File: src/rtl/lateral_pkg.sv
// Shared types and Q4.11 helpers for the lateral distance monitor.
package lateral_pkg;

  localparam int unsigned FRAC_BITS = 11;
  localparam logic [15:0] Q_ONE     = 16'h0800;
  localparam logic [15:0] Q_MAX     = 16'h7FFF;

  typedef enum logic [1:0] {
    MON_FILL,
    MON_SAFE,
    MON_WARN
  } mon_state_t;

  // Unsigned Q4.11 add clamped to the largest positive value.
  function automatic logic [15:0] sat_add_q(input logic [15:0] a, input logic [15:0] b);
    logic [16:0] s;
    s = {1'b0, a} + {1'b0, b};
    return (s > {1'b0, Q_MAX}) ? Q_MAX : s[15:0];
  endfunction

endpackage

File: src/rtl/lateral_distance_monitor_window.sv
// Circular window of sample magnitudes with running sum and registered average.
module moving_average_window
  import lateral_pkg::*;
#(
  parameter int unsigned WIDTH      = 16,
  parameter int unsigned DEPTH_LOG2 = 2
) (
  input  logic             clk,
  input  logic             rst,
  input  logic             flush,
  input  logic             push,
  input  logic [WIDTH-1:0] mag,
  output logic [WIDTH-1:0] avg_out,
  output logic [WIDTH-1:0] avg_next,
  output logic             avg_stb,
  output logic             full
);

  localparam int unsigned DEPTH = 1 << DEPTH_LOG2;
  localparam int unsigned SW    = WIDTH + DEPTH_LOG2;

  logic [WIDTH-1:0]      win_q [DEPTH];
  logic [DEPTH_LOG2-1:0] wr_ptr_q;
  logic [DEPTH_LOG2:0]   fill_q;
  logic [SW-1:0]         sum_q;
  logic                  stb_q;
  logic [WIDTH-1:0]      avg_q;

  assign full     = (fill_q == (DEPTH_LOG2 + 1)'(DEPTH));
  assign avg_next = sum_q[SW-1:DEPTH_LOG2];
  assign avg_stb  = stb_q;
  assign avg_out  = avg_q;

  // Unfilled slots are zero, so the oldest entry needs no special case while filling.
  always_ff @(posedge clk) begin
    if (rst || flush) begin
      for (int unsigned i = 0; i < DEPTH; i++) win_q[i] <= '0;
      wr_ptr_q <= '0;
      fill_q   <= '0;
      sum_q    <= '0;
      stb_q    <= 1'b0;
      avg_q    <= '0;
    end else begin
      stb_q <= push;
      if (push) begin
        win_q[wr_ptr_q] <= mag;
        wr_ptr_q        <= wr_ptr_q + 1'b1;
        sum_q           <= sum_q + SW'(mag) - SW'(win_q[wr_ptr_q]);
        if (!full) fill_q <= fill_q + 1'b1;
      end
      if (stb_q) avg_q <= avg_next;
    end
  end

endmodule

File: src/rtl/lateral_distance_monitor.sv
// Proximity monitor: edge-accepted samples, moving average, debounced warn FSM.
// Optional min_avg tracking enabled by defining LATERAL_MONITOR_MINHOLD_EN.
module lateral_distance_monitor
  import lateral_pkg::*;
#(
  parameter int unsigned WIDTH      = 16,
  parameter int unsigned DEPTH_LOG2 = 2,
  parameter int unsigned DEBOUNCE   = 3
) (
  input  logic             clk,
  input  logic             rst,
  input  logic             clear,
  input  logic [WIDTH-1:0] dist_in,
  input  logic             dist_done,
  input  logic [WIDTH-1:0] threshold,
  input  logic [WIDTH-1:0] hysteresis,
  output logic [WIDTH-1:0] avg_out,
  output logic             avg_valid,
  output logic             warn,
  output logic [7:0]       sample_count,
  output logic [WIDTH-1:0] min_avg
);

  localparam int unsigned      DW       = (DEBOUNCE > 1) ? $clog2(DEBOUNCE) : 1;
  localparam logic [DW-1:0]    DEB_LAST = DW'(DEBOUNCE - 1);
  localparam logic [WIDTH-1:0] POS_MAX  = {1'b0, {(WIDTH-1){1'b1}}};
  localparam logic [WIDTH-1:0] NEG_MAX  = {1'b1, {(WIDTH-1){1'b0}}};

  logic             done_q, s1_v, accept;
  logic [WIDTH-1:0] dist_q, mag, avg_next, rel;
  logic             avg_stb, win_full, eval, avg_valid_q;
  logic [7:0]       cnt_q;
  mon_state_t       state_q, state_n;
  logic [DW-1:0]    deb_q, deb_n;

  assign accept = dist_done & ~done_q;
  assign eval   = avg_stb & win_full;
  assign rel    = sat_add_q(threshold, hysteresis);

  always_comb begin
    mag = dist_q;
    if (dist_q == NEG_MAX)  mag = POS_MAX;
    else if (dist_q[WIDTH-1]) mag = -dist_q;
  end

  moving_average_window #(
    .WIDTH      (WIDTH),
    .DEPTH_LOG2 (DEPTH_LOG2)
  ) u_window (
    .clk      (clk),
    .rst      (rst),
    .flush    (clear),
    .push     (s1_v),
    .mag      (mag),
    .avg_out  (avg_out),
    .avg_next (avg_next),
    .avg_stb  (avg_stb),
    .full     (win_full)
  );

  // done_q keeps tracking through clear so a held done is not re-accepted afterwards.
  always_ff @(posedge clk) begin
    if (rst) begin
      done_q      <= 1'b0;
      s1_v        <= 1'b0;
      dist_q      <= '0;
      cnt_q       <= '0;
      avg_valid_q <= 1'b0;
    end else begin
      done_q <= dist_done;
      if (clear) begin
        s1_v        <= 1'b0;
        cnt_q       <= '0;
        avg_valid_q <= 1'b0;
      end else begin
        s1_v <= accept;
        if (accept) dist_q <= dist_in;
        if (s1_v && cnt_q != 8'hFF) cnt_q <= cnt_q + 1'b1;
        if (eval) avg_valid_q <= 1'b1;
      end
    end
  end

  always_ff @(posedge clk) begin
    if (rst || clear) begin
      state_q <= MON_FILL;
      deb_q   <= '0;
    end else begin
      state_q <= state_n;
      deb_q   <= deb_n;
    end
  end

  // FILL falls through to SAFE rules on the first valid average.
  always_comb begin
    state_n = state_q;
    deb_n   = deb_q;
    if (eval) begin
      unique case (state_q)
        MON_FILL, MON_SAFE: begin
          state_n = MON_SAFE;
          if (avg_next < threshold) begin
            if (deb_q == DEB_LAST) begin
              state_n = MON_WARN;
              deb_n   = '0;
            end else begin
              deb_n = deb_q + 1'b1;
            end
          end else begin
            deb_n = '0;
          end
        end
        MON_WARN: begin
          if (avg_next >= rel) begin
            if (deb_q == DEB_LAST) begin
              state_n = MON_SAFE;
              deb_n   = '0;
            end else begin
              deb_n = deb_q + 1'b1;
            end
          end else begin
            deb_n = '0;
          end
        end
        default: begin
          state_n = MON_FILL;
          deb_n   = '0;
        end
      endcase
    end
  end

  assign warn         = (state_q == MON_WARN);
  assign avg_valid    = avg_valid_q;
  assign sample_count = cnt_q;

`ifdef LATERAL_MONITOR_MINHOLD_EN
  logic [WIDTH-1:0] min_q;
  always_ff @(posedge clk) begin
    if (rst || clear) min_q <= POS_MAX;
    else if (eval && avg_next < min_q) min_q <= avg_next;
  end
  assign min_avg = min_q;
`else
  assign min_avg = POS_MAX;
`endif

endmodule

File: config.mk
export PLATFORM = sky130hd
export DESIGN_NAME = lateral_distance_monitor
export DESIGN_NICKNAME = d
export VERILOG_FILES = /design/src/rtl/lateral_pkg.sv /design/src/rtl/lateral_distance_monitor_window.sv /design/src/rtl/lateral_distance_monitor.sv
export SDC_FILE = /design/constraint.sdc
export NUM_CORES = 1
export LEC_CHECK = 0
export BUFFER_PORTS_ARGS = -buffer_cell sky130_fd_sc_hd__buf_2
export CAP_MARGIN = 25
export CORE_MARGIN = 2
export CORE_UTILIZATION = 60
export DETAILED_ROUTE_END_ITERATION = 6
export GPL_TIMING_DRIVEN = 0
export PLACE_DENSITY = 0.88
export SYNTH_ARGS = -nofsm -noshare
export SYNTH_HDL_FRONTEND = slang
export SYNTH_SLANG_ARGS = --single-unit
export TNS_END_PERCENT = 1
File: constraint.sdc
create_clock -name clk -period 4.5 [get_ports clk]
set_input_delay 0.45 -clock clk [delete_from_list [all_inputs] [get_ports clk]]
set_output_delay 0.45 -clock clk [all_outputs]
set_load 0.05 [all_outputs]
### After elaboration in Yosys (flattened, before gate mapping)

Memories as Yosys holds them, arrays and structs flattened. A register that Yosys moved wholly into a read port is not among the register bits.
Index checks and enable logic that the tools add are counted.

* output and inout bits: 42
* logic and storage cells: 68
* bits in writable memories: 64
* flip-flop bits (word level): 71
* memories: 1

* reduce and logical (&&, ||, !) cells: 9
* multiplexer cells: 22
* bitwise operators: 5
* eq/ne operators: 8
* add/subtract/negate cells: 8
* magnitude comparators: 3

Memories
* u_window.win_q: depth 4, bits a word 16, rd ports 1, clocked after memory_dff 1, wr ports 4, line lateral_distance_monitor_window.sv:22 `logic [WIDTH-1:0] win_q [DEPTH];`

Operators with widths (count)
* 2-to-1 mux 16 bit: 4
* 2-to-1 mux 2 bit: 10
* adder 18 x 16 -> 18 bit: 1
* subtractor 18 x 16 -> 18 bit: 1
* adder 16 x 16 -> 17 bit: 1
* > comparator 17 x 15 -> 1 bit (second input constant): 1
* == test 16 bit (second input constant): 1
* greater-or-equal comparator 16 bit: 1
* less-than comparator 16 bit: 1
* negation 16 bit: 1
* OR reduction 16 bit: 1
* adder 8 x 1 -> 8 bit (second input constant): 1
* inequality test 8 bit (second input constant): 1
* one-hot mux 2 bit (2 select lines): 2
* 2-to-1 mux 1 bit: 6
* adder 2 x 1 -> 2 bit (second input constant): 2
* == test 2 bit (second input constant): 2
* inequality test 2 x 1 -> 1 bit (second input constant): 2
* AND reduction 2 bit: 2
* OR reduction 2 bit: 2
* adder 3 x 1 -> 3 bit (second input constant): 1
* == test 3 bit (second input constant): 1
* inverter 1 bit: 3
* AND reduction 3 bit: 1
* other kinds (5): 6

### Logic depth before layout (Yosys ltp)

Gate-level depths: netlist of the first run.

* depth in word-level cells: 6
* depth in mapped cells: 19

### Modules after synthesis

From an unflattened synthesis of the first run, not the netlist that was laid out.

* cell total of the unflattened synthesis: 963
* area total of the unflattened synthesis: 9028.7 µm²

By module, submodules not included
* moving_average_window: seq. area each 2762.6 µm², instances 1, cells an instance 530, area an instance 5781.8 µm²
* lateral_distance_monitor: seq. area each 620.6 µm², instances 1, cells an instance 433, area an instance 3246.9 µm²

### Worst setup path before layout of the first run

OpenSTA, ideal clock, no wires.

* kind: register to register
* start: register dist_q[7]
* end: register u_window.sum_q[17]
* setup time: 0.128 ns
* path slack: 0.376 ns
* data arrival time: 3.996 ns
* cell stages (with the launch flop): 17
* cells stage by stage: dfxtp_1 -> or3_4 -> or4_4 -> nor4b_2 -> and2b_2 -> buf_8 -> nor2_2 -> inv_1 -> fa_1 -> ha_1 -> a21oi_1 -> a2bb2oi_1 -> o22ai_1 -> a2111oi_0 -> a211oi_1 -> xnor2_1 -> nor2_1

* longest elaborated chain between the ends: 5
* elaborated cells on any way between the ends: 6
* those cells by class: 3 x add/sub; 1 x eq/ne; 2 x mux

Ends and longest elaborated chain
* from (decl): line lateral_distance_monitor.sv:30 `logic [WIDTH-1:0] dist_q, mag, avg_next, rel;`
* from (signal assigned): line lateral_distance_monitor.sv:77 `if (accept) dist_q <= dist_in;`
* negation 16 bit: line lateral_distance_monitor.sv:43 `else if (dist_q[WIDTH-1]) mag = -dist_q;`
* 2-to-1 mux 16 bit: line lateral_distance_monitor.sv:43
* 2-to-1 mux 16 bit *: line lateral_distance_monitor.sv:42 `if (dist_q == NEG_MAX) mag = POS_MAX;`
* adder 18 x 16 -> 18 bit *: line lateral_distance_monitor_window.sv:48 `sum_q <= sum_q + SW'(mag) - SW'(win_q[wr_ptr_q]);`
* subtractor 18 x 16 -> 18 bit *: line lateral_distance_monitor_window.sv:48
* to (signal assigned): line lateral_distance_monitor_window.sv:48
* to (decl): line lateral_distance_monitor_window.sv:25 `logic [SW-1:0] sum_q;`

Every way passes the cells marked *; elsewhere a longest branch is shown, timed or not.
A chain may end at the register's enable or synchronous reset.

### Worst setup path in the final report of the first run

* start: register dist_q[7]
* end: register u_window.sum_q[13]

Same word-level chain as after synthesis.

==> results.cfg, run 1 <==
[sta]
relSlewSlack_pct = 43.7
fmax_ghz = 0.226
finalHoldViolations = 0
post-route-period-util_pct = 98.3
report.final.slew_viol_count = 0
skew_ps = 10.4
final-setup-viol-count = 0
tightest_slew_ps = 841
hold_ws_ps = 250
layout_min_cycle_time_ps = 4420
setup_ws_ps = 77.0

[synthesis]
yosysTopAreaCellShare_pct = 22.3
ys_seq_area_share_pct = 39.2
synthDistinctLibCells = 60
yosys_warnings = 0
syn-cell-area_mm2 = 0.00864
ys.flop_type = dfxtp_1
syn_avg_cell_area_um2 = 9.45
synthTopCellsByArea = edfxtp_1 (22%), dfxtp_1 (17%), ha_1 (10%), nor2_1 (6.7%), mux4_2 (4.2%)
synth_commonest_cells = nor2_1 (155), nand2_1 (74), dfxtp_1 (73)
synth-edff-count = 64
post-synth-top-count-cell = nor2_1
netlist_instances = 914
async_flop_share_pct = 0
synth-seq-cells = 137
yosys.area.top_type = edfxtp_1

[place]
dp_slack_ps = -845
gp_congestion = 0.943
dpl.hpwl_um = 15200
io_buffers = 77

[min_path]
holdPathEnd = done_q$_SDFF_PP0_
min_from = dist_done
hp-class = primary input to flop
holdPathStages = 2

[drt]
vias = 6992
dr.pass1.iters = 5
drc_errors = 0
drt_wl_total_um = 20700
post_drt_wl_per_cell_um = 16.9
drt_iter0_drc = 566
ant_nets = 0
viasPerCell = 5.71

[setup_path]
rr_worst_depth = 16
slowest_stage = or4_4
crit_fanout = 6
r2r_end = u_window.sum_q[13]$_SDFFE_PP0P_
rrSetupSlack_ps = 80
arrival_ps = 4720
path_buf_inv = 2
crit_type = flop to flop
cp-start-kind = flop
required_ps = 4800
max_stage_delay_ps = 460
critPathTopFamily = simple AND/OR/NAND/NOR gates
endpoint_kind = flop
timing.rr.start = dist_q[7]$_SDFFE_PP0P_
path_cells = or3_4, or4_4, nor4b_4, and2b_2, clkbuf_16, nor2_2, inv_1, fa_1, ha_1, and3_1, o2111ai_1, o22ai_2, o21ai_0, xnor2_1, mux2i_1, nor2_1

[clock_tree]
numCtsBuffers = 17
cts.sinks = 137
cts.reportedPaths.clkPinSlew_ps = 60
cts.path.max_buffers = 2
holdBufCountCts = 0
cts_tree = built
clk_root_buffer_cell = clkbuf_16
insertion_delay_ps = 430
htree_num_levels = 4

[job]
max_cap_violations = 0

[cells_and_area]
num_antenna_cells = 0
drive_gt1_share_pct = 20.3
num-fill-cells = 979
syn2layout_area_growth_pct = 17.8
finalNetCount = 1170

[floorplanning]
start_util_pct = 61.7
die_y_um = 124
die_w_um = 124
die-area_mm2 = 0.0154
core.rowCount = 43
ios = 94
core_area_mm2 = 0.0140

[status]
status = completed

[global_routing]
gr-total-overflow = 0
grt_pass1_vias = 6755
grt_max_degree = 17
grt_pass1_wl_um = 32000
grt.total_usage_pct = 27.4
antenna_found_initial = 0

[pwr]
ir_worst_vdd_uv = 276
p_leak_uw = 0.00435
powerDensity_mw_per_mm2 = 363
==> worst max-delay path by stage <==
stage	from	to	slack [ps]	cells past startpoint
global placement	threshold[0]	deb_q[1]$_SDFFE_PP0P_	-780	19
finish	dist_q[7]$_SDFFE_PP0P_	u_window.sum_q[13]$_SDFFE_PP0P_	80	16
CTS	dist_q[2]$_SDFFE_PP0P_	u_window.sum_q[17]$_SDFFE_PP0P_	-10	17
floorplan	dist_q[7]$_SDFFE_PP0P_	u_window.sum_q[17]$_SDFFE_PP0P_	380	16
global route	dist_q[2]$_SDFFE_PP0P_	u_window.sum_q[17]$_SDFFE_PP0P_	-120	14
detailed placement	threshold[0]	state_q[0]$_SDFFE_PP0P_	-850	19
==> layout make-up <==
cell class              instances  area, um2  area share (%)
plain buffers                  49        302            2.96
clock buffers                  21        483            4.75
clock inverters                11        134            1.32
inverters                      69        259            2.55
multi-input cells             673       4920            48.4
flip-flops and latches        137       3390            33.3
well taps                     180        225            2.21
repair buffers                 85        463            4.55
==> placed cells by master (no fill, tap or decap), types with 6 or more instances in the layout <==
cell,instances
buf_2,78
and3_1,7
nor2_1,154
nand2_1,73
edfxtp_1,64
a21o_1,13
xor2_1,8
nor2_2,10
nand2b_1,10
inv_1,68
clkbuf_16,20
a211oi_1,11
mux2i_1,27
conb_1,17
nand4_1,6
nand3_1,9
o21a_1,8
a21oi_1,51
nor2b_1,7
nor3_1,13
dfxtp_1,71
o21ai_0,30
ha_1,63
or3_1,6
a31oi_1,9
xnor2_1,34
fa_1,17
mux4_2,16
clkbuf_1,21
buf_4,28
==> state kept, by name, indices dropped and copies added, names as in the netlist, 2 cells and up, named ones only <==
name               cells
u_window.avg_out      16
u_window.wr_ptr_q      2
deb_q                  2
u_window.win_q        64
state_q                2
u_window.fill_q        3
u_window.sum_q        18
dist_q                16
sample_count           8
==> routing by layer <==
layer / GRT usage (%) / vias up / share of wire [%]
met3: 5.27 / 66 / 5.7
li1: - / 3396 / -
met1: 31.1 / 3257 / 40
met4: 12.4 / 0 / 3.6
met5: 0 / - / 0
met2: 49.6 / 273 / 51
==> stage by stage <==
stage          std cells  TNS (ps)  area (um2)  total power (uW)  util, %
2_1_floorplan        929         0        8690              1970        -
3_3_place_gp        1186     -3150        9300              2130     66.5
3_5_place_dp        1186     -3670        9300              2150     66.5
4_1_cts             1218     -10.8        9980              3600     71.4
5_1_grt             1225      -319       10200              3830     72.7
6_report            1225         0       10200              3690     72.7
==> kinds of logic (layout without fill, tap and decap cells) <==
family,Yosys count,count (layout),synth area share (%)
simple gates,319,319,16.8
compound gates,166,166,11.9
flops,137,137,39.2
buf+inv,119,235,6.48
fa+ha+maj,86,86,13.9
mux,43,43,7.30
xor+xnor,42,42,4.26
other cells,2,17,0.0870
==> power by group <==
part           internal (uW)  leakage, uW  switching (uW)
Clock                    889     0.000299             555
Sequential              1340      0.00130            28.1
Combinational            369      0.00275             507
Total                   2600      0.00435            1090
==> repair_timing <==
item / in CTS / in global routing
pin swaps: 1 / 10
setup buffers: 0 / 7
resized for setup: 17 / 27
setup endpoints to repair: 10 / 10
gates cloned: 0 / 1
Power figures use the tool's default switching activity.
==> inputs of run 2 (changes only) <==
Settings changed: CORE_UTILIZATION 60 to 61, CTS_BUF_LIST from default to sky130_fd_sc_hd__clkbuf_8, PLACE_DENSITY 0.88 to 0.89.
==> results.cfg, run 2 (same netlist as run 1, synthesis figures left out) <==
[floorplanning]
die-area_mm2 = 0.0151
ios = 94
start_util_pct = 62.2
core_area_mm2 = 0.0139
die_w_um = 123
core.rowCount = 43
die_y_um = 123

[setup_path]
rr_worst_depth = 16
crit_type = flop to flop
cp-endpoint = u_window.sum_q[16]$_SDFFE_PP0P_
endpoint_kind = flop
cp-startpoint = dist_q[7]$_SDFFE_PP0P_
rrSetupSlack_ps = 60
required_ps = 4870
arrival_ps = 4810
cp-start-kind = flop
crit_fanout = 10
timing.rr.start = dist_q[7]$_SDFFE_PP0P_
r2r_end = u_window.sum_q[16]$_SDFFE_PP0P_

[global_routing]
gr-total-overflow = 0
grt_max_degree = 17
antenna_found_initial = 0
grt_pass1_wl_um = 32000
grt.total_usage_pct = 27.1
grt_pass1_vias = 6877

[drt]
drt_wl_total_um = 20800
post_drt_wl_per_cell_um = 17.0
vias = 7120
viasPerCell = 5.82
drc_errors = 0
drt_iter0_drc = 574
dr.pass1.iters = 5
ant_nets = 0

[cells_and_area]
num-fill-cells = 971
top_register = u_window.win_q
layout_commonest_cell = nor2_1
num_antenna_cells = 0
finalNetCount = 1168
final_cells = 1223
drive_gt1_share_pct = 19.9
layout_common_cells = nor2_1 (154), buf_2 (79), nand2_1 (73), dfxtp_1 (73), inv_1 (70)
syn2layout_area_growth_pct = 15.9
largest_reg_flops = 64
largestRegisters = u_window.win_q (64), u_window.sum_q (18)

[place]
dpl.hpwl_um = 15000
io_buffers = 77
gp_congestion = 0.977
dp_cells = 1186

[sta]
skew_ps = 11.5
fmax_ghz = 0.225
tightest_slew_ps = 808
rsz0062_at_grt = yes
finalHoldViolations = 0
relSlewSlack_pct = 45.9
post-route-period-util_pct = 98.7
layout_min_cycle_time_ps = 4440
final-setup-viol-count = 0
report.final.slew_viol_count = 0

[clock_tree]
holdBufCountCts = 0
cts.path.max_buffers = 2
cts_tree = built
cts.sinks = 137
cts.reportedPaths.clkPinSlew_ps = 90
numCtsBuffers = 17
htree_num_levels = 4
clk_root_buffer_cell = clkbuf_8
insertion_delay_ps = 470

[status]
status = completed

[pwr]
ir_worst_vdd_uv = 238
p_leak_uw = 0.00428
power_uw = 3430
powerDensity_mw_per_mm2 = 342

[job]
max_cap_violations = 0

[min_path]
hp-class = primary input to flop
## run 2: cell count changes in the layout (fill, tap and decap cells not counted), sizes merged
cell / delta
bufinv: +3
clkbuf: -7
clkdlybuf4s15: +1
clkinv: -1
clkinvlp: -1
inv: +3
## run 2: worst max-delay path, stage by stage, from the launching register on
cell     delay [ps]
dfxtp_1         360
or3_4           430
or4_4           470
nor4b_4         290
and2b_2         250
buf_12          160
nor2_2           80
inv_1           100
fa_1            420
ha_2            350
a21o_1          220
a21oi_2         220
nand4_1         230
nand2_1         120
o21ai_1         100
and4_1          240
a311o_1         300
## run 2: how the worst min path moves through the flow
stage / start / to / slack, ps / cells past startpoint
finish: dist_in[0] / dist_q[0]$_SDFFE_PP0P_ / 210 / 3
global route: dist_in[0] / dist_q[0]$_SDFFE_PP0P_ / 220 / 3
CTS: dist_in[0] / dist_q[0]$_SDFFE_PP0P_ / 210 / 3
detailed placement: avg_valid$_SDFFE_PP0P_ / avg_valid$_SDFFE_PP0P_ / 470 / 2
global placement: avg_valid$_SDFFE_PP0P_ / avg_valid$_SDFFE_PP0P_ / 450 / 2
floorplan: state_q[0]$_SDFFE_PP0P_ / state_q[0]$_SDFFE_PP0P_ / 450 / 2
## run 2: what timing repair did
item | CTS | global route
pin swaps | 0 | 9
buffers inserted | 0 | 6
resized for setup | 14 | 33
cloned | 0 | 0
setup endpoints to repair | 7 | 13
## run 2: per-layer routing
metal	part of all wire, %	vias up	GRT usage [%]
met1	38	3297	31.7
met4	4.4	0	11.9
met3	7.5	86	4.94
met2	50	346	48.6
met5	0	-	0
li1	-	3391	-
## run 2: area by class of cell
| type | count | area [um2] | area share, % |
|---|---|---|---|
| plain buffers | 49 | 313 | 3.13 |
| repair buffers | 83 | 443 | 4.43 |
| multi-input cells | 673 | 4930 | 49.3 |
| flip-flops and latches | 137 | 3380 | 33.8 |
| clock buffers | 17 | 234 | 2.34 |
| well taps | 180 | 225 | 2.25 |
| clock inverters | 15 | 220 | 2.20 |
| inverters | 69 | 259 | 2.59 |
## run 2: stage by stage
stage	area, um2	worst slack, ps	TNS, ps	utilization, %	hold WS [ps]
after global placement	9300	-683	-2810	67.0	448
after CTS	9810	-4.09	-4.09	70.7	212
after floorplan	8690	376	0	-	450
after global routing	10000	-105	-350	72.1	224
after detailed placement	9300	-730	-3240	67.0	471
final	10000	56.4	0	72.1	208
## run 2: report_power, final
group | switching, uW | internal (uW) | leakage [uW]
logic | 519 | 373 | 0.00274
registers | 28.5 | 1340 | 0.00130
clock network | 507 | 662 | 0.000237
total | 1050 | 2370 | 0.00428
==> inputs of run 3 (changes only) <==
Settings changed: ABC_AREA from default to 1, CORE_UTILIZATION 61 to 62, PLACE_DENSITY 0.89 to 0.9.
==> results.cfg, run 3 <==
[status]
status = finished, violations left
violations = DRC

[floorplanning]
die_y_um = 124
core.rowCount = 44
die_w_um = 124
ios = 94
core_area_mm2 = 0.0144
start_util_pct = 62.6
die-area_mm2 = 0.0155

[drt]
post_drt_wl_per_cell_um = 15.5
drt_wl_total_um = 22400
dr.pass1.iters = 7
ant_nets = 0
drt_iter0_drc = 639
drc_errors = 2
vias = 8055
viasPerCell = 5.58

[synthesis]
synth-seq-cells = 137
yosys.area.top_type = edfxtp_1
yosysTopAreaCellShare_pct = 21.4
synth_commonest_cells = nand2_1 (242), inv_1 (159), nor2_1 (135)
ys.flop_type = dfxtp_1
synthDistinctLibCells = 51
synthTopCellsByArea = edfxtp_1 (21%), dfxtp_1 (16%), nand2_1 (10%), ha_1 (9.6%), inv_1 (6.6%)
yosys_warnings = 0
syn_avg_cell_area_um2 = 7.92
ys_seq_area_share_pct = 37.6
synth-edff-count = 64
post-synth-top-count-cell = nand2_1
syn-cell-area_mm2 = 0.00900
netlist_instances = 1136
async_flop_share_pct = 0

[clock_tree]
postCtsSetupBuffers = 0
cts-resized-gates = 0
numCtsBuffers = 17
cts.sinks = 137
clk_root_buffer_cell = clkbuf_8
cts.reportedPaths.clkPinSlew_ps = 90
htree_num_levels = 4
holdBufCountCts = 0
insertion_delay_ps = 470
cts.path.max_buffers = 2
cts_tree = built

[cells_and_area]
finalNetCount = 1385
final_cells = 1444
num_antenna_cells = 0
drive_gt1_share_pct = 13.7
layout_common_cells = nand2_1 (242), inv_1 (159), nor2_1 (135), buf_2 (78), a21oi_1 (76)
largestRegisters = u_window.win_q (64), u_window.sum_q (18)
syn2layout_area_growth_pct = 12.5
largest_reg_flops = 64
layout_commonest_cell = nand2_1
top_register = u_window.win_q

[setup_path]
crit_fanout = 5
rr_worst_depth = 21
endpoint_kind = flop
required_ps = 4860
crit_type = flop to flop
arrival_ps = 4320
cp-start-kind = flop

[global_routing]
gr-total-overflow = 0
antenna_found_initial = 0
grt_max_degree = 17
grt_pass1_vias = 7658
grt.total_usage_pct = 29.4
grt_pass1_wl_um = 36500

[sta]
fmax_ghz = 0.252
rsz0062_at_grt = no
skew_ps = 14.8
relSlewSlack_pct = 32.7
final-setup-viol-count = 0
post-route-period-util_pct = 88.1
setup_tns_ps = 0
report.final.slew_viol_count = 0
layout_min_cycle_time_ps = 3960
tightest_slew_ps = 1000
finalHoldViolations = 0

[min_path]
hp-class = primary input to flop
holdPathStages = 2

[place]
gp_congestion = 0.927
dpl.hpwl_um = 17000
dp_cells = 1412
io_buffers = 76

[pwr]
powerDensity_mw_per_mm2 = 338
ir_worst_vdd_uv = 294
p_leak_uw = 0.00487

[job]
max_cap_violations = 0
==> run 3: cell count changes after synthesis, moves of 10 or more <==
| cell | previous run | this run |
|---|---|---|
| xor2_1 | 8 | 20 |
| a21oi_1 | 55 | 76 |
| nor2_1 | 155 | 135 |
| nand2b_1 | 10 | 0 |
| a32o_1 | 0 | 14 |
| nand2_1 | 74 | 242 |
| mux2i_1 | 27 | 0 |
| o21ai_0 | 33 | 50 |
| inv_1 | 69 | 159 |
| nand3_1 | 9 | 40 |
| xnor2_1 | 34 | 10 |
| mux4_2 | 16 | 0 |
==> run 3: per-stage QoR <==
stage / power (uW) / worst slack [ps] / utilization [%] / hold slack (ps) / instance area [um2]
CTS: 3400 / 588 / 70.4 / 197 / 10100
floorplan: 2090 / 1200 / - / 447 / 9050
detailed placement: 2300 / 626 / 67.4 / 450 / 9680
global placement: 2280 / 677 / 67.3 / 444 / 9670
global route: 3590 / 271 / 70.4 / 185 / 10100
finish: 3430 / 537 / 70.4 / 210 / 10100
==> run 3: final timing paths <==
kind,start,to,slack [ps]
worst max-delay path,dist_q[0]$_SDFFE_PP0P_,u_window.sum_q[10]$_SDFFE_PP0P_,540
worst min-delay path,rst,dist_q[14]$_SDFFE_PP0P_,210
worst max register to register,dist_q[0]$_SDFFE_PP0P_,u_window.sum_q[10]$_SDFFE_PP0P_,540
worst min register to register,sample_count[4]$_SDFFE_PP0P_,sample_count[4]$_SDFFE_PP0P_,460
==> run 3: cell type report <==
type	count	area [um2]
Multi-Input combinational cell	800	4770
Fill cell	1115	4250
Sequential cell	137	3380
Inverter	167	632
Timing Repair Buffer	77	392
Buffer	47	277
Clock buffer	18	248
Tap cell	184	230
Clock inverter	14	193
==> run 3: per-layer routing <==
metal  global-route usage [%]  vias to the layer above  part of all wire, %  wire, um
li1                         -                     3920                    -         -
met1                     37.0                     3724                   42      9340
met2                     49.6                      358                   48     10700
met3                     5.97                       53                  7.5      1680
met4                     12.2                        0                  3.2       716
met5                        0                        -                    0         0
==> run 3: cells by family (layout without fill, tap and decap cells) <==
kind of cell             after synthesis  count (layout)  synth area share (%)
buffers and inverters                214             323                  10.1
XOR/XNOR                              30              30                  2.92
other                                  2              17                0.0835
adder cells (fa/ha/maj)               86              86                  13.4
AND/OR/NAND/NOR                      475             475                  23.0
AO/OA/AOI/OAI                        192             192                  13.0
flip-flops                           137             137                  37.6
==> run 3: where the power goes <==
group	switching (uW)	internal (uW)	total, uW
logic	597	327	925
registers	27.0	1350	1370
clock network	507	620	1130
total	1130	2290	3430
==> run 3: critical path, cell delays in order (launching register included) <==
cell      delay (ps)
dfxtp_1          350
inv_1             90
ha_1             240
nand4_1          180
inv_1             90
nand4_1           80
nor2_1            50
nand2_1          140
inv_1             80
nor2_1           290
inv_1            100
fa_1             540
inv_1             70
fa_1             470
o21ai_2          240
a21boi_0         220
o21ai_1          250
nand3_1          140
nand2_1           90
nand2_1           50
nand3_1           70
nand2_1           50
